**config.mk**
```make
export PLATFORM = sky130hd
export DESIGN_NAME = booth_mac_accumulator
export DESIGN_NICKNAME = d
export VERILOG_FILES = /design/src/rtl/booth_mac_accumulator.sv
export SDC_FILE = /design/constraint.sdc
export NUM_CORES = 1
export LEC_CHECK = 0
export CAP_MARGIN = 20
export CORE_UTILIZATION = 40
export DETAILED_ROUTE_END_ITERATION = 6
export GPL_ROUTABILITY_DRIVEN = 0
export GPL_TIMING_DRIVEN = 0
export HOLD_SLACK_MARGIN = 0.1
export PLACE_DENSITY = 0.71
export SLEW_MARGIN = 5
export SYNTH_ARGS = -nofsm -noshare
export SYNTH_HDL_FRONTEND = slang
export SYNTH_SLANG_ARGS = --single-unit
```
**constraint.sdc**
```tcl
create_clock -name clk -period 3.4 [get_ports clk]
set_input_delay 0.68 -clock clk [delete_from_list [all_inputs] [get_ports clk]]
set_output_delay 0.68 -clock clk [all_outputs]
set_load 0.05 [all_outputs]
```
**src/rtl/booth_mac_accumulator.sv**
```systemverilog
// booth_mac_accumulator: sums a programmed number of signed products and emits the saturated result
//   clk, reset        : clock (posedge) and synchronous active-high reset
//   start, len        : begin a run of len products (sampled only when idle)
//   in_valid/in_ready : product stream handshake, in_data is a signed PW-bit product
//   out_valid/out_ready : result handshake, out_data is the saturated sum, out_sat flags clipping
//   busy              : a run is in progress or a result is waiting
module booth_mac_accumulator #(
   parameter int PW = 32,
   parameter int AW = 40,
   parameter int CW = 8
) (
   input  logic          clk,
   input  logic          reset,
   input  logic          start,
   input  logic [CW-1:0] len,
   input  logic          in_valid,
   output logic          in_ready,
   input  logic [PW-1:0] in_data,
   output logic          out_valid,
   input  logic          out_ready,
   output logic [PW-1:0] out_data,
   output logic          out_sat,
   output logic          busy
);
   typedef enum logic [1:0] {IDLE, ACC, DONE} state_t;
   state_t state, state_n;
   logic [AW-1:0] acc;
   logic [CW-1:0] cnt, len_q;
   logic [AW-PW:0] top;
   logic fire;
   assign in_ready  = (state == ACC);
   assign out_valid = (state == DONE);
   assign busy      = (state != IDLE);
   assign fire      = in_valid & in_ready;
   // acc fits in PW bits only when every bit from PW-1 upward is a copy of the sign
   assign top      = acc[AW-1:PW-1];
   assign out_sat  = ~(&top | ~|top);
   assign out_data = out_sat ? (acc[AW-1] ? {1'b1, {(PW-1){1'b0}}} : {1'b0, {(PW-1){1'b1}}})
                             : acc[PW-1:0];
   always_comb begin
      state_n = state;
      case (state)
         IDLE:    state_n = start ? ((len == '0) ? DONE : ACC) : IDLE;
         ACC:     state_n = (fire && (cnt + CW'(1) == len_q)) ? DONE : ACC;
         DONE:    state_n = out_ready ? IDLE : DONE;
         default: state_n = IDLE;
      endcase
   end
   always_ff @(posedge clk) begin
      if (reset) begin
         state <= IDLE;
         acc   <= '0;
         cnt   <= '0;
         len_q <= '0;
      end else begin
         state <= state_n;
         if (state == IDLE && start) begin
            len_q <= len;
            acc   <= '0;
            cnt   <= '0;
         end
         if (fire) begin
            acc <= acc + {{(AW-PW){in_data[PW-1]}}, in_data};
            cnt <= cnt + CW'(1);
         end
      end
   end
endmodule

```
# --- Word-level counts from Yosys, hierarchy flattened ---
# Cells that the tools add are included.
op_classes:
  add_sub_neg: 2
  bitwise: 3
  muxes: 11
  eq_ne: 3
  n_reduce_logical: 9
op_table:
  columns: ["cell", "n"]
  rows:
  - ["$mux W40", 2]
  - ["$mux W32", 2]
  - ["$add A40 B40 Y40", 1]
  - ["$mux W8", 2]
  - ["$reduce_and A9 Y1", 1]
  - ["$reduce_or A9 Y1", 1]
  - ["$add A8 B1 Y8 const B", 1]
  - ["$eq A8 B8 Y1", 1]
  - ["$logic_not A8 Y1", 1]
  - ["$mux W2", 4]
  - ["$pmux W2 S3", 1]
  - ["$reduce_bool A2 Y1", 2]
  - ["$eq A2 B1 Y1 const B", 1]
  - ["$eq A2 B2 Y1 const B", 1]
  - ["$logic_and A1 B1 Y1", 2]
  - ["$logic_not A2 Y1", 1]
  - ["$and A1 B1 Y1", 1]
  - ["$logic_not A1 Y1", 1]
  - ["$not A1 Y1", 1]
  - ["$or A1 B1 Y1", 1]
word_totals:
  out_inout_bits: 36
  ff_bits: 58
  word_cells: 32
  in_bits: 45

# --- Logic depth before layout (Yosys ltp) ---
logic_depth:
  ltp_word: 5
  depth_mapped: 10
  mapped_depth_nobuf: 10

# --- Worst setup path after synthesis ---
# OpenSTA, ideal clock, no wires.
synth_path:
  path_kind: "in2reg"
  start: "in in_data[0]"
  end: "reg acc[34]"
  t_required_ns: 3.283
  n_path_buf: 0
  setup_ns: 0.117
  path_stages: 10
  arrival_time_ns: 2.806
  setup_slack_ns: 0.476
  path_cell_list: "ha_1 > fa_1 > a211oi_1 > o21ai_1 > nand3_1 > a21oi_1 > o21ai_1 > a211oi_1 > or3_1 > a32o_1"
synth_via:
  elab_chain_len: 2
synth_rtl:
  columns: ["element", "line_no", "text"]
  rows:
  - ["start, declared", "18", "input logic [PW-1:0] in_data,"]
  - ["$add A40 B40 Y40", "63", "acc <= acc + {{(AW-PW){in_data[PW-1]}}, in_data};"]
  - ["$mux W40", "62", "if (fire) begin"]
  - ["end signal, assigned", "63", null]
  - ["end, declared", "27", "logic [AW-1:0] acc;"]
# No other way between the ends.
# A chain may end at the register's enable or synchronous reset.

# --- Worst setup path after layout ---
# Same ends and word-level chain as after synthesis.

==> results.md <==
- Syn Nets: 697
- Pin count of the biggest net entering global routing: 12
- Area delta synth->final: 25.0%
- Sequential share of the synthesized area: 0.248
- Worst slew margin: 0.378
- Num CTS Buffers: 9
- Clock slew at reported path FFs: 0.05 ns
- Cell row count: 39
- Crit start category: input pin
- Post-synth cell types: 60
- Hold buffer count at CTS: 0
- Power Density: 467 nW/um2
- Final WL: 13800 um
- Die ar.: 12200 um2
- Top FF cell, synth: dfxtp_1
- Max-Cap Viols: 0
- CTS max path bufs: 2
- Max IR drop VDD: 0.000245 V
- Synthesized area per cell: 7.67 um2
- Vias: 4974
- I/O pins: 81
- Worst Path Required: 3.63 ns
- Grt ovf: 0
- Mapped Area: 4690 um2
- Hpwl dp: 10300 um
- H-tree Lvls: 3
- Clock Latency Late Sink: 0.34 ns
- RSZ-0062 raised after global routing: false
- First-pass GRT wire length: 22400 um
- 1st-iter DRT viols: 353
- FMAX: 0.304 GHz
- Placeable Area: 11400 um2
- Final hold viol count: 0
- CTS tree: done
- Setup Crit Path Kind: input pin to flop
- WP data arrival: 3.51 ns
- Clock skew: 0.00686 ns
- Placed Area: 5660 um2
- Final #Nets: 787
- Status: complete, no violations
- Die X: 110 um
- Vias in the first global route: 4729
- Yosys Warn Count: 0
- Layout cells sized above 1: 0.0935
- Clock net sink count: 58
- Total track usage: 0.236
- Design Area, Final: 5860 um2
- PortBufs: 79
- Most frequent cells in the layout: 77 x nand2_1, 58 x dfxtp_1, 51 x a21oi_1, 49 x nor2_1, 46 x clkdlybuf4s50_1
- Post-DRT Antenna Nets: 0
- Leakage: 2.59 nW
- Most common cell after layout, fill and taps aside: nand2_1
- Worst Tran Pin Value: 0.926 ns
- Die height: 110 um
- Final WS setup: 0.116 ns
- Slew Limit Fails: 0
- Drc violations: 0
- CP Max Fanout: 4
- Cells after synthesis: 611
- Crit. End Element: flop
- CTS root buf: clkbuf_16
- Async SR Flop Fraction: 0
- Routed length per instance: 16.3 um
- Final worst path period need: 3.28 ns
- Post-synth EDFFs: 0
- Initial antenna violation count: 0
- Register bit total from synthesis: 58
- Initial Utilization: 0.410
- Post-DR vias/cell: 5.86
- First-pass detailed-route iteration total: 4
- ANT cells: 0
- Setup WS pre-CTS: -0.475 ns
- # setup viols final: 0
- Final worst-path cycle share: 0.966
- Path type of the worst min-delay path: flop to flop
==> cell families (layout without fill, tap and decap cells) <==
logic type | count (synthesis) | count (layout) | share of synthesized area
AO/OA/AOI/OAI | 238 | 238 | 0.352
AND/OR/NAND/NOR | 204 | 204 | 0.201
flip-flops | 58 | 58 | 0.248
adder cells (fa/ha/maj) | 41 | 41 | 0.111
buffers and inverters | 41 | 136 | 0.0331
XOR/XNOR | 27 | 27 | 0.0505
multiplexers | 2 | 2 | 0.00427
==> where the power goes <==
part | switching, mW | internal (mW) | total, mW
sequential | 0.0254 | 0.709 | 0.734
clock | 0.357 | 0.512 | 0.869
combinational | 0.795 | 0.339 | 1.13
total | 1.18 | 1.56 | 2.74
==> worst max-delay path, stage by stage <==
cell and delay, ns:
clkdlybuf4s50_1 0.42, ha_1 0.23, fa_1 0.44, a211oi_2 0.34, o21ai_2 0.15, nand3_2 0.14, a21oi_2 0.10, o21ai_2 0.25
a211oi_2 0.15, or3_1 0.36, a32o_1 0.25
==> state kept, by name, summed over array words and instances, names as in the netlist <==
register and cells:
cnt 8, state 2, acc 40, len_q 8
==> metrics by stage <==
step | power [mW] | utilization | TNS, ns | hold WS (ns) | std cells
finish | 2.74 | 0.513 | 0 | 0.479 | 849
global route | 2.85 | 0.513 | 0 | 0.494 | 849
CTS | 2.77 | 0.520 | 0 | 0.479 | 849
detailed placement | 1.96 | 0.495 | -8.95 | 0.466 | 833
global placement | 1.95 | 0.495 | -6.51 | 0.464 | 833
floorplan | 1.57 | - | 0 | 0.449 | 611
==> per-layer routing <==
layer | vias up | global-route usage | part of all wire
li1 | 2477 | - | -
met2 | 164 | 0.388 | 0.46
met4 | 0 | 0.0733 | 0.017
met3 | 20 | 0.0417 | 0.058
met5 | - | 0 | 0
met1 | 2313 | 0.313 | 0.47
==> cell usage after synthesis, drive strengths merged (2+ instances only) <==
| library cell | instances | share of area |
|---|---|---|
| a2111o | 2 | 0.0048 |
| buf | 2 | 0.0019 |
| mux2i | 2 | 0.0043 |
| nand2 | 77 | 0.062 |
| o21bai | 5 | 0.010 |
| xnor2 | 23 | 0.043 |
| nor2b | 6 | 0.0080 |
| nand2b | 2 | 0.0027 |
| o21a | 15 | 0.024 |
| nor3 | 8 | 0.0085 |
| clkbuf | 29 | 0.023 |
| a21o | 42 | 0.067 |
| nor2 | 49 | 0.039 |
| nand3b | 2 | 0.0032 |
| o21ai | 45 | 0.049 |
| a211oi | 6 | 0.0096 |
| a32o | 8 | 0.017 |
| o31ai | 3 | 0.0048 |
| xor2 | 4 | 0.0075 |
| nor4 | 5 | 0.0067 |
| inv | 10 | 0.0080 |
| a22oi | 14 | 0.022 |
| o31a | 3 | 0.0056 |
| and3 | 7 | 0.0093 |
| o211ai | 6 | 0.0096 |
| a21boi | 5 | 0.0080 |
| or3 | 13 | 0.017 |
| nand4 | 12 | 0.016 |
| a2bb2oi | 2 | 0.0037 |
| ha | 40 | 0.11 |
| a21oi | 54 | 0.059 |
| and2 | 4 | 0.0053 |
| a2111oi | 5 | 0.015 |
| a31oi | 5 | 0.0067 |
| nand3 | 16 | 0.017 |
| o2111ai | 3 | 0.0056 |
| a211o | 2 | 0.0037 |
| a32oi | 3 | 0.0056 |
| dfxtp | 58 | 0.25 |
==> cell type report <==
| class | instances | area, um2 |
|---|---|---|
| Fill cell | 1121 | 5560 |
| Multi-Input combinational cell | 512 | 3420 |
| Sequential cell | 58 | 1160 |
| Timing Repair Buffer | 79 | 656 |
| Clock buffer | 10 | 239 |
| Tap cell | 143 | 179 |
| Buffer | 31 | 123 |
| Clock inverter | 6 | 41.3 |
| Inverter | 10 | 37.5 |
==> path summary, 6_finish.rpt <==
check                  end  slack [ns]       start  cells past startpoint
hold / removal    len_q[5]        0.48    len_q[5]                      2
setup reg to reg   acc[34]        0.58      acc[0]                     10
hold reg to reg   len_q[5]        0.48    len_q[5]                      2
setup / recovery   acc[34]        0.12  in_data[0]                     11
==> repair_timing <==
action | in CTS | in global routing
resized for setup | 38 | 69
endpoints found under the setup margin | 34 | 38
buffers inserted | 0 | 0
pin swaps | 0 | 3
(Power assumes the default switching activity.)
